`src/rtl/cache_mem_arbiter.sv`:
```
// ============================================================================
// cache_mem_arbiter : I/D-cache miss-path arbiter for the 256-bit memory port.
// Optional ARB_ROUND_ROBIN_EN: alternate winners on simultaneous requests.
// Revision: 1.0
// ============================================================================
`default_nettype none

module cache_mem_arbiter (
  input  logic         clk,
  input  logic         rst_n,
  input  logic         i_read,
  input  logic [31:0]  i_address,
  output logic         i_resp,
  output logic [255:0] i_rdata,
  input  logic         d_read,
  input  logic         d_write,
  input  logic [31:0]  d_address,
  input  logic [255:0] d_wdata,
  output logic         d_resp,
  output logic [255:0] d_rdata,
  output logic         mem_read,
  output logic         mem_write,
  output logic [31:0]  mem_address,
  output logic [255:0] mem_wdata,
  input  logic         mem_resp,
  input  logic [255:0] mem_rdata
);

  typedef enum logic [1:0] {
    IDLE    = 2'd0,
    SERVE_I = 2'd1,
    SERVE_D = 2'd2,
    GAP     = 2'd3
  } state_t;

  state_t         state_q;
  logic           mem_read_q;
  logic           mem_write_q;
  logic [31:0]    mem_address_q;
  logic [255:0]   mem_wdata_q;
  logic           d_req;
  logic           grant_d_d;

  assign d_req = d_read | d_write;

`ifdef ARB_ROUND_ROBIN_EN
  logic last_grant_q;  // 1 = D won the previous arbitration

  assign grant_d_d = d_req & (~i_read | ~last_grant_q);

  always_ff @(posedge clk or negedge rst_n) begin
    if (!rst_n) begin
      last_grant_q <= 1'b0;
    end else if (state_q == IDLE && (d_req || i_read)) begin
      last_grant_q <= grant_d_d;
    end
  end
`else
  assign grant_d_d = d_req;
`endif

  always_ff @(posedge clk or negedge rst_n) begin
    if (!rst_n) begin
      state_q       <= IDLE;
      mem_read_q    <= 1'b0;
      mem_write_q   <= 1'b0;
      mem_address_q <= '0;
      mem_wdata_q   <= '0;
    end else begin
      case (state_q)
        IDLE: begin
          if (grant_d_d) begin
            // A simultaneous read+write request is serviced as a write-back.
            state_q       <= SERVE_D;
            mem_read_q    <= ~d_write;
            mem_write_q   <= d_write;
            mem_address_q <= d_address;
            mem_wdata_q   <= d_wdata;
          end else if (i_read) begin
            state_q       <= SERVE_I;
            mem_read_q    <= 1'b1;
            mem_write_q   <= 1'b0;
            mem_address_q <= i_address;
            mem_wdata_q   <= d_wdata;
          end
        end
        SERVE_I, SERVE_D: begin
          if (mem_resp) begin
            state_q     <= GAP;
            mem_read_q  <= 1'b0;
            mem_write_q <= 1'b0;
          end
        end
        GAP: begin
          state_q <= IDLE;
        end
        default: begin
          state_q <= IDLE;
        end
      endcase
    end
  end

  assign mem_read    = mem_read_q;
  assign mem_write   = mem_write_q;
  assign mem_address = mem_address_q;
  assign mem_wdata   = mem_wdata_q;

  assign i_resp  = (state_q == SERVE_I) & mem_resp;
  assign d_resp  = (state_q == SERVE_D) & mem_resp;
  assign i_rdata = (state_q == SERVE_I) ? mem_rdata : '0;
  assign d_rdata = (state_q == SERVE_D) ? mem_rdata : '0;

endmodule

`default_nettype wire

```
`config.mk`:
```
export PLATFORM = sky130hd
export DESIGN_NAME = cache_mem_arbiter
export DESIGN_NICKNAME = d
export VERILOG_FILES = /design/src/rtl/cache_mem_arbiter.sv
export SDC_FILE = /design/constraint.sdc
export NUM_CORES = 1
export LEC_CHECK = 0
export ABC_AREA = 1
export CAP_MARGIN = 10
export CORE_AREA = 2 2 540 542
export DETAILED_ROUTE_END_ITERATION = 10
export DIE_AREA = 0 0 542 544
export PLACE_DENSITY = 0.3
export SYNTH_ARGS = -nofsm -noshare
export SYNTH_HDL_FRONTEND = slang
export SYNTH_SLANG_ARGS = --single-unit
```
`constraint.sdc`:
```
create_clock -name clk -period 2.15 [get_ports clk]
set_input_delay 0.215 -clock clk [delete_from_list [all_inputs] [get_ports clk]]
set_output_delay 0.215 -clock clk [all_outputs]
set_load 0.005 [all_outputs]
```
Word level (Yosys, flattened, before mapping) --
Cells that the tools add are included.
Word-level totals: output and inout port bits 804, bits of input ports 582, flip-flop bits (word level) 292, word-level logic and storage cells 38
Operators by class: muxes and demuxes 17, equality and inequality tests 5, bitwise operators 4, reduce and logical (&&, ||, !) cells 7
Operators by type and width (number):
- $mux 256 | 4
- $mux 32 | 2
- $mux 2 | 3
- $pmux 2 s3 | 1
- $mux 1 | 5
- $eq 2x2->1 const B | 2
- $pmux 1 s2 | 2
- $reduce_and 2->1 | 2
- $reduce_bool 2->1 | 2
- $ne 3x3->1 const B | 1
- $reduce_and 3->1 | 1
- $and 1x1->1 | 2
- $eq 2x1->1 const B | 1
- $logic_not 2->1 | 1
- $ne 2x2->1 const B | 1
- $reduce_or 2->1 | 1
- $not 1->1 | 1
- $or 1x1->1 | 1

Longest topological paths before layout --
Gate-level depths: netlist (run 1).
depth after elaboration 4, gate-level depth with buffers 9, gate-level depth less buffers 8

Worst setup path before layout (run 1) --
No wires, ideal clock.
path kind reg-to-output, start point reg state_q[0], end point out d_rdata[225], cell stages (with the launch flop) 8, data required time 1935 ps, arrival 1447 ps, buffers on the path 3, path slack 488 ps, cells stage by stage dfrtp_1 -> inv_1 -> ha_1 -> clkbuf_1 -> clkbuf_1 -> buf_1 -> nand2_1 -> inv_1
Between the ends: longest elaborated chain between the ends 2
RTL lines:
- start, declared | RTL line 36 | state_t state_q;
- start signal, assigned | RTL line 64 | state_q <= IDLE;
- start signal, assigned | RTL line 74 | state_q <= SERVE_D;
- start signal, assigned | RTL line 80 | state_q <= SERVE_I;
- $eq 2x2->1 | RTL line 112 | assign d_rdata = (state_q == SERVE_D) ? mem_rdata : '0;
- $mux 256 | RTL line 112
- end, declared | RTL line 20 | output logic [255:0] d_rdata,
Every way passes these cells.

Final worst setup path (run 1) --
start point reg state_q[0], end point out d_rdata[171]
The elaborated chain is that of the path after synthesis.

==> reports/metrics.yaml, run 1 <==
ios: 1386
fmax_ghz: 0.373
arrival_ns: 2.46
vdd_drop_max_uv: 443
fin_crit_ns: 2.68
relSlewSlack_pct: 60.1
grt_setup_unrepaired: "yes"
fill_cells: 33600
path_class: "reg2out"
htreeDepth: 2
place_ws_ns: -0.0240
ant_nets: 0
p_per_area_nw_per_um2: 1250
synth_cell_types: 17
skew_ns: 0.0194
clkPwrFrac_pct: 15.2
dp_hpwl_um: 168000
ctsLongestPathBuffers: 3
grt_usage_pct: 12.4
vias_per_cell: 2.75
clk_latency_ns: 0.59
dr.pass1.iters: 5
cts-root-buf: "clkbuf_16"
combPwrFrac_pct: 63.9
ff_latch_area_um2: 7310
syn_area_um2: 15600
overflow: 0
hp-class: "in2reg"
internal_power_mw: 27.1
synth-seq-area-share_pct: 46.7
period_share_pct: 125
cts_sinks: 292
status: "complete, but fails checks"
setup_viol: 504
multiInputGateArea_um2: 6060
netlist_instances: 2449
place_congestion: 0.884
die_h_um: 544
initial_core_util_pct: 5.40
ys_warn_count: 0
start_kind: "flip-flop"
cp_max_fo: 28
maxCapViolations: 0
wl_per_cell_um: 24.6
nets: 4558
p_sw_mw: 19.9
avgSynthCellArea_um2: 6.38
grt_first_pass_wirelength_um: 240000
die_x_um: 542
num_rows: 198
syn-num-nets: 3035
crit_path_end_kind: "output port"
synth.ff_latch_count: 292
failed_checks: "negative setup slack"
hold_viol_final: 0
fp.dieArea_um2: 295000
cts_tree: "done"
cp.required_ns: 1.93
grt_pass1_vias: 22200
core_region_area_um2: 289000
final_core_util_pct: 13.0
power_mw: 47.1
area_growth_pct: 141
cts_buffers: 42
drt-initial-drc-count: 1054
drc: 0
finalWirelength_um: 192000
drive_gt1_share_pct: 13.7
clk_pin_slew_worst_paths_ns: 0.06
worst_pin_slew_ns: 0.598
antenna_found_initial: 145
layout_setup_ws_ns: -0.529
p_sw_share_pct: 42.4
p_leak_nw: 20.3
power_frac_seq_pct: 20.9
grt_max_degree: 73
port_buffers: 1385
finalMaxSlewViolations: 0
via_count: 21500
-- final timing paths --
check	cells past startpoint	slack, ns	to	startpoint
max reg2reg	9	0.22	mem_wdata[127]$_DFFE_PN0P_	state_q[0]$_DFFE_PN0P_
max	8	-0.53	d_rdata[171]	state_q[0]$_DFFE_PN0P_
min in group asynchronous	2	0.19	mem_wdata[192]$_DFFE_PN0P_	rst_n
min reg2reg	2	0.48	mem_wdata[187]$_DFFE_PN0P_	mem_wdata[187]$_DFFE_PN0P_
max in group asynchronous	4	1.08	mem_wdata[137]$_DFFE_PN0P_	rst_n
min	3	0.14	mem_wdata[165]$_DFFE_PN0P_	d_wdata[165]
-- cells in the mapped netlist --
| master | count | share of area, % |
|---|---|---|
| nand2_1 | 1457 | 35 |
| nor2_1 | 4 | 0.096 |
| buf_6 | 2 | 0.14 |
| buf_1 | 9 | 0.22 |
| inv_1 | 520 | 12 |
| buf_4 | 11 | 0.53 |
| buf_2 | 50 | 1.6 |
| inv_4 | 1 | 0.040 |
| nand2_4 | 1 | 0.072 |
| nand2_2 | 1 | 0.040 |
| nand3_1 | 4 | 0.13 |
| nand3b_1 | 1 | 0.048 |
| nor2_8 | 1 | 0.13 |
| ha_1 | 4 | 0.32 |
| clkbuf_1 | 58 | 1.4 |
| dfrtp_1 | 292 | 47 |
| o21ai_0 | 33 | 1.1 |
-- what timing repair did --
| action | CTS | global route |
|---|---|---|
| resized for setup | 266 | 383 |
| hold buffers | 1 | 0 |
| endpoints found under the setup margin | 514 | 515 |
| pin swaps | 1 | 0 |
| endpoints found under the hold margin | 50 | 0 |
| gates cloned | 7 | 4 |
| setup buffers | 16 | 53 |
-- critical path, cell delays in order, from the launching register on --
cell and delay, ns:
dfrtp_1 0.40, inv_2 0.09, ha_4 0.14, buf_12 0.16, buf_12 0.17, buf_12 0.17, nand2_1 0.08, inv_1 0.08
clkdlybuf4s50_1 0.50
-- state kept, by name (all words and copies together), names as in the netlist --
| signal | cells |
|---|---|
| state_q | 2 |
| mem_write | 1 |
| mem_address | 32 |
| mem_read | 1 |
| mem_wdata | 256 |
-- placed cells by master (no fill, tap or decap), types with 23 or more instances in the layout --
cell type / netlist / routed
buf_2: 50 / 26
clkbuf_2: 0 / 68
dfrtp_1: 292 / 292
inv_1: 520 / 488
clkdlybuf4s50_1: 0 / 1120
nand2_1: 1457 / 1397
dlygate4sd2_1: 0 / 57
o21ai_0: 33 / 33
nand2_2: 1 / 38
buf_6: 2 / 25
buf_4: 11 / 162
dlymetal6s2s_1: 0 / 40
buf_12: 0 / 69
nand2_4: 1 / 23
clkbuf_16: 0 / 47
inv_2: 0 / 31
-- per-layer routing --
metal,wire (um),GRT usage [%],vias to the layer above
li1,-,-,9899
met1,71200,13.3,9965
met2,95900,22.7,1296
met3,19700,5.06,331
met4,5260,2.60,10
met5,69,0,-
-- power by group through the flow --
stage / registers, mW / logic (mW) / clock network, mW
finish: 9.82 / 30.1 / 7.16
global route: 10.2 / 33.2 / 7.73
CTS: 9.89 / 30.3 / 7.63
detailed placement: 9.95 / 29.2 / 0
global placement: 9.86 / 29.4 / 0
floorplan: 9.85 / 8.16 / 0
-- cells by family after synthesis --
logic type      synth area share [%]
buf+inv                         16.4
compound gates                  1.06
fa+ha+maj                      0.320
simple gates                    35.5
flops                           46.7
-- stage by stage --
step / hold WS (ns) / cell area [um2] / cells / setup TNS, ns
3_5_place_dp: 0.251 / 35400 / 7651 / -0.0881
4_1_cts: 0.0458 / 37200 / 7748 / -241.08
5_1_grt: 0.117 / 37700 / 7805 / -221.06
3_3_place_gp: 0.249 / 35400 / 7651 / -0.00127
6_report: 0.137 / 37700 / 7807 / -159.71
2_1_floorplan: -0.0806 / 15600 / 2449 / 0
-- cell type report --
class / instances / area share, %
timing repair buffer: 1609 / 43.0
sequential: 292 / 19.4
multi-input combinational: 1506 / 16.1
tap: 3800 / 12.6
inverter: 521 / 5.23
clock buffer: 59 / 3.33
clock inverter: 14 / 0.312
antenna: 6 / 0.0398
Note: power is estimated with default switching activity, not from simulation.
==> run 2, diff against run 1 <==
- CORE_AREA: 2 2 540 542 -> 2 2 535 537
- DIE_AREA: 0 0 542 544 -> 0 0 537 539
- clock period: 2.15 -> 2.4 ns (I/O delays scaled with it)
==> run 2 against run 1 <==
Against the previous run: the run still ends with negative setup slack left; combinational power decreased by 11%; clock power decreased by 9.1%; die area decreased by 1.8%; clock skew increased by 0.017 ns; via count increased by 0.13%; non-clock buffer count decreased by 19; count of clock-buffer cells in the layout unchanged; global-route usage decreased by 0.13 points; critical path depth unchanged; critical endpoint is now d_rdata[5]; largest cell class unchanged.
==> reports/metrics.yaml, run 2 (synthesis results as in run 1) <==
initial_core_util_pct: 5.51  # +0.10 points
cts-root-buf: "clkbuf_16"
post-route-cell-area_um2: 38300  # +1.6%
critPathMostFrequentCell: "buf_12"
crit_family: "buffers and inverters"
cts_tree: "done"
failed_checks: "negative setup slack"
grt_max_degree: 81  # +11%
fin_crit_ns: 2.69
start_kind: "flip-flop"
period_share_pct: 112
dp_hpwl_um: 162000  # -3.6%
arrival_ns: 2.45  # about the same
maxCapViolations: 0  # unchanged
fmax_ghz: 0.372
drt-initial-drc-count: 1060  # +0.57%
die_x_um: 537  # -0.92%
worst_pin_slew_ns: 0.710  # +0.112 ns
area_growth_pct: 145
relSlewSlack_pct: 52.7  # -7.5 points
status: "complete, but fails checks"
wl_per_cell_um: 24.4  # -0.84%
path_class: "reg2out"
slowest_stage: "clkdlybuf4s50_1"
vdd_drop_max_uv: 508  # +15%
cp.required_ns: 2.16  # +0.23 ns
finalWirelength_um: 189000  # -1.5%
htreeDepth: 2  # unchanged
dpl_cell_area_um2: 34800  # -1.4%
fin_setup_tns_ns: -40.32  # +119.40 ns
layout_setup_ws_ns: -0.290  # +0.239 ns
p_leak_nw: 22.8  # +12%
grt_usage_pct: 12.3  # -0.13 points
overflow: 0  # unchanged
vias_per_cell: 2.78  # +0.78%
num_rows: 196  # -1.0%
place_congestion: 0.889  # +0.66%
grt_pass1_vias: 21800  # -2.0%
critPathBufInv: 6  # unchanged
drc: 0  # unchanged
die_h_um: 539  # -0.92%
dr.pass1.iters: 7  # +2
clk_latency_ns: 0.61  # +0.02 ns
final_cell_mix: "nand2_1 (1398), clkdlybuf4s50_1 (1015), inv_1 (476)"
ctsLongestPathBuffers: 3  # unchanged
port_buffers: 1385  # unchanged
layout_commonest_cell: "nand2_1"
setup_viol: 318  # -37%
hp-class: "in2async"
via_count: 21500  # +0.13%
antenna_found_initial: 116  # -20%
drive_gt1_share_pct: 12.7  # -1.1 points
grt_first_pass_wirelength_um: 235000  # -2.1%
cts_buffers: 41  # -2.4%
final_core_util_pct: 13.5  # +0.46 points
p_per_area_nw_per_um2: 1100  # -12%
skew_ns: 0.0366  # +0.0171 ns
largest_reg_flops: 256  # unchanged
cp_max_fo: 14  # -50%
finalMaxSlewViolations: 0  # unchanged
final_cells: 7756  # -0.65%
clk_pin_slew_worst_paths_ns: 0.06  # about the same
grt_setup_unrepaired: "yes"
crit_path_end_kind: "output port"
dp_cells: 7571  # -1.0%
ant_nets: 0  # unchanged
cts_sinks: 292  # unchanged
power_mw: 42.2  # -10%
nets: 4538  # -0.44%
max_stage_delay_ns: 0.50  # about the same
ios: 1386  # unchanged
core_region_area_um2: 284000  # -1.9%
fp.dieArea_um2: 289000  # -1.8%
hold_viol_final: 0  # unchanged
crit_chain: "inv_2 -> ha_4 -> buf_12 -> buf_6 -> buf_12 -> nand2_1 -> inv_1 -> clkdlybuf4s50_1"
run 2: cell types whose count changed in the layout (fill, tap and decap cells not counted), moves of 25 or more:
cell	delta
clkdlybuf4s50_1	-105
dlymetal6s2s_1	+162
buf_12	-25
buf_4	-55
buf_6	+25
run 2: report_power, final:
part / switching [mW] / total [mW] / internal (mW) / leakage [nW]
clock network: 2.70 / 6.51 / 3.81 / 0.670
logic: 13.5 / 26.9 / 13.4 / 18.6
registers: 1.42 / 8.79 / 7.36 / 3.60
total: 17.6 / 42.2 / 24.5 / 22.8
run 2: area by class of cell:
class / instances / area, um2
Clock buffer: 59 / 1190
Fill cell: 32800 / 246000
Timing Repair Buffer: 1590 / 16800
Clock inverter: 14 / 190
Inverter: 521 / 1970
Antenna cell: 12 / 30.0
Sequential cell: 292 / 7310
Tap cell: 3762 / 4710
Multi-Input combinational cell: 1506 / 6070
run 2: worst register-to-register path: cells and delay by family, from the launching register on:
family,cells,cell delay (ns)
adder cells (fa/ha/maj),1,0.30
flip-flops,1,0.40
buffers and inverters,4,0.93
AND/OR/NAND/NOR,3,0.35
run 2: metrics by stage:
stage / worst slack, ns / hold WS (ns)
6_report: -0.290 / 0.160
5_1_grt: -0.386 / 0.136
4_1_cts: -0.409 / 0.0874
3_5_place_dp: 0.118 / 0.215
3_3_place_gp: 0.0604 / 0.219
2_1_floorplan: 0.713 / -0.0556
run 2: metal layers:
metal,track usage (%),up-vias,routed length (um)
li1,-,9877,-
met1,14.2,10100,74700
met2,21.9,1249,91500
met3,3.95,292,16800
met4,2.76,6,6260
met5,0,-,41
run 2: final timing paths:
check / from / end / slack (ns) / depth (start not counted)
worst min register to register: mem_wdata[137]$_DFFE_PN0P_ / mem_wdata[137]$_DFFE_PN0P_ / 0.48 / 2
max in group asynchronous: rst_n / mem_wdata[22]$_DFFE_PN0P_ / 1.33 / 4
min in group clk: d_wdata[205] / mem_wdata[205]$_DFFE_PN0P_ / 0.17 / 3
worst max register to register: state_q[1]$_DFFE_PN0P_ / mem_wdata[56]$_DFFE_PN0P_ / 0.38 / 8
worst min-delay path: rst_n / mem_wdata[158]$_DFFE_PN0P_ / 0.16 / 2
worst max-delay path: state_q[0]$_DFFE_PN0P_ / d_rdata[5] / -0.29 / 8
run 2: what timing repair did:
item / 4_1_cts / 5_1_grt
cloned: 5 / 20
hold buffers: 1 / 0
pin swaps: 1 / 1
setup endpoints to repair: 504 / 499
gates resized for setup: 193 / 581
setup buffers: 14 / 63
endpoints found under the hold margin: 190 / 0
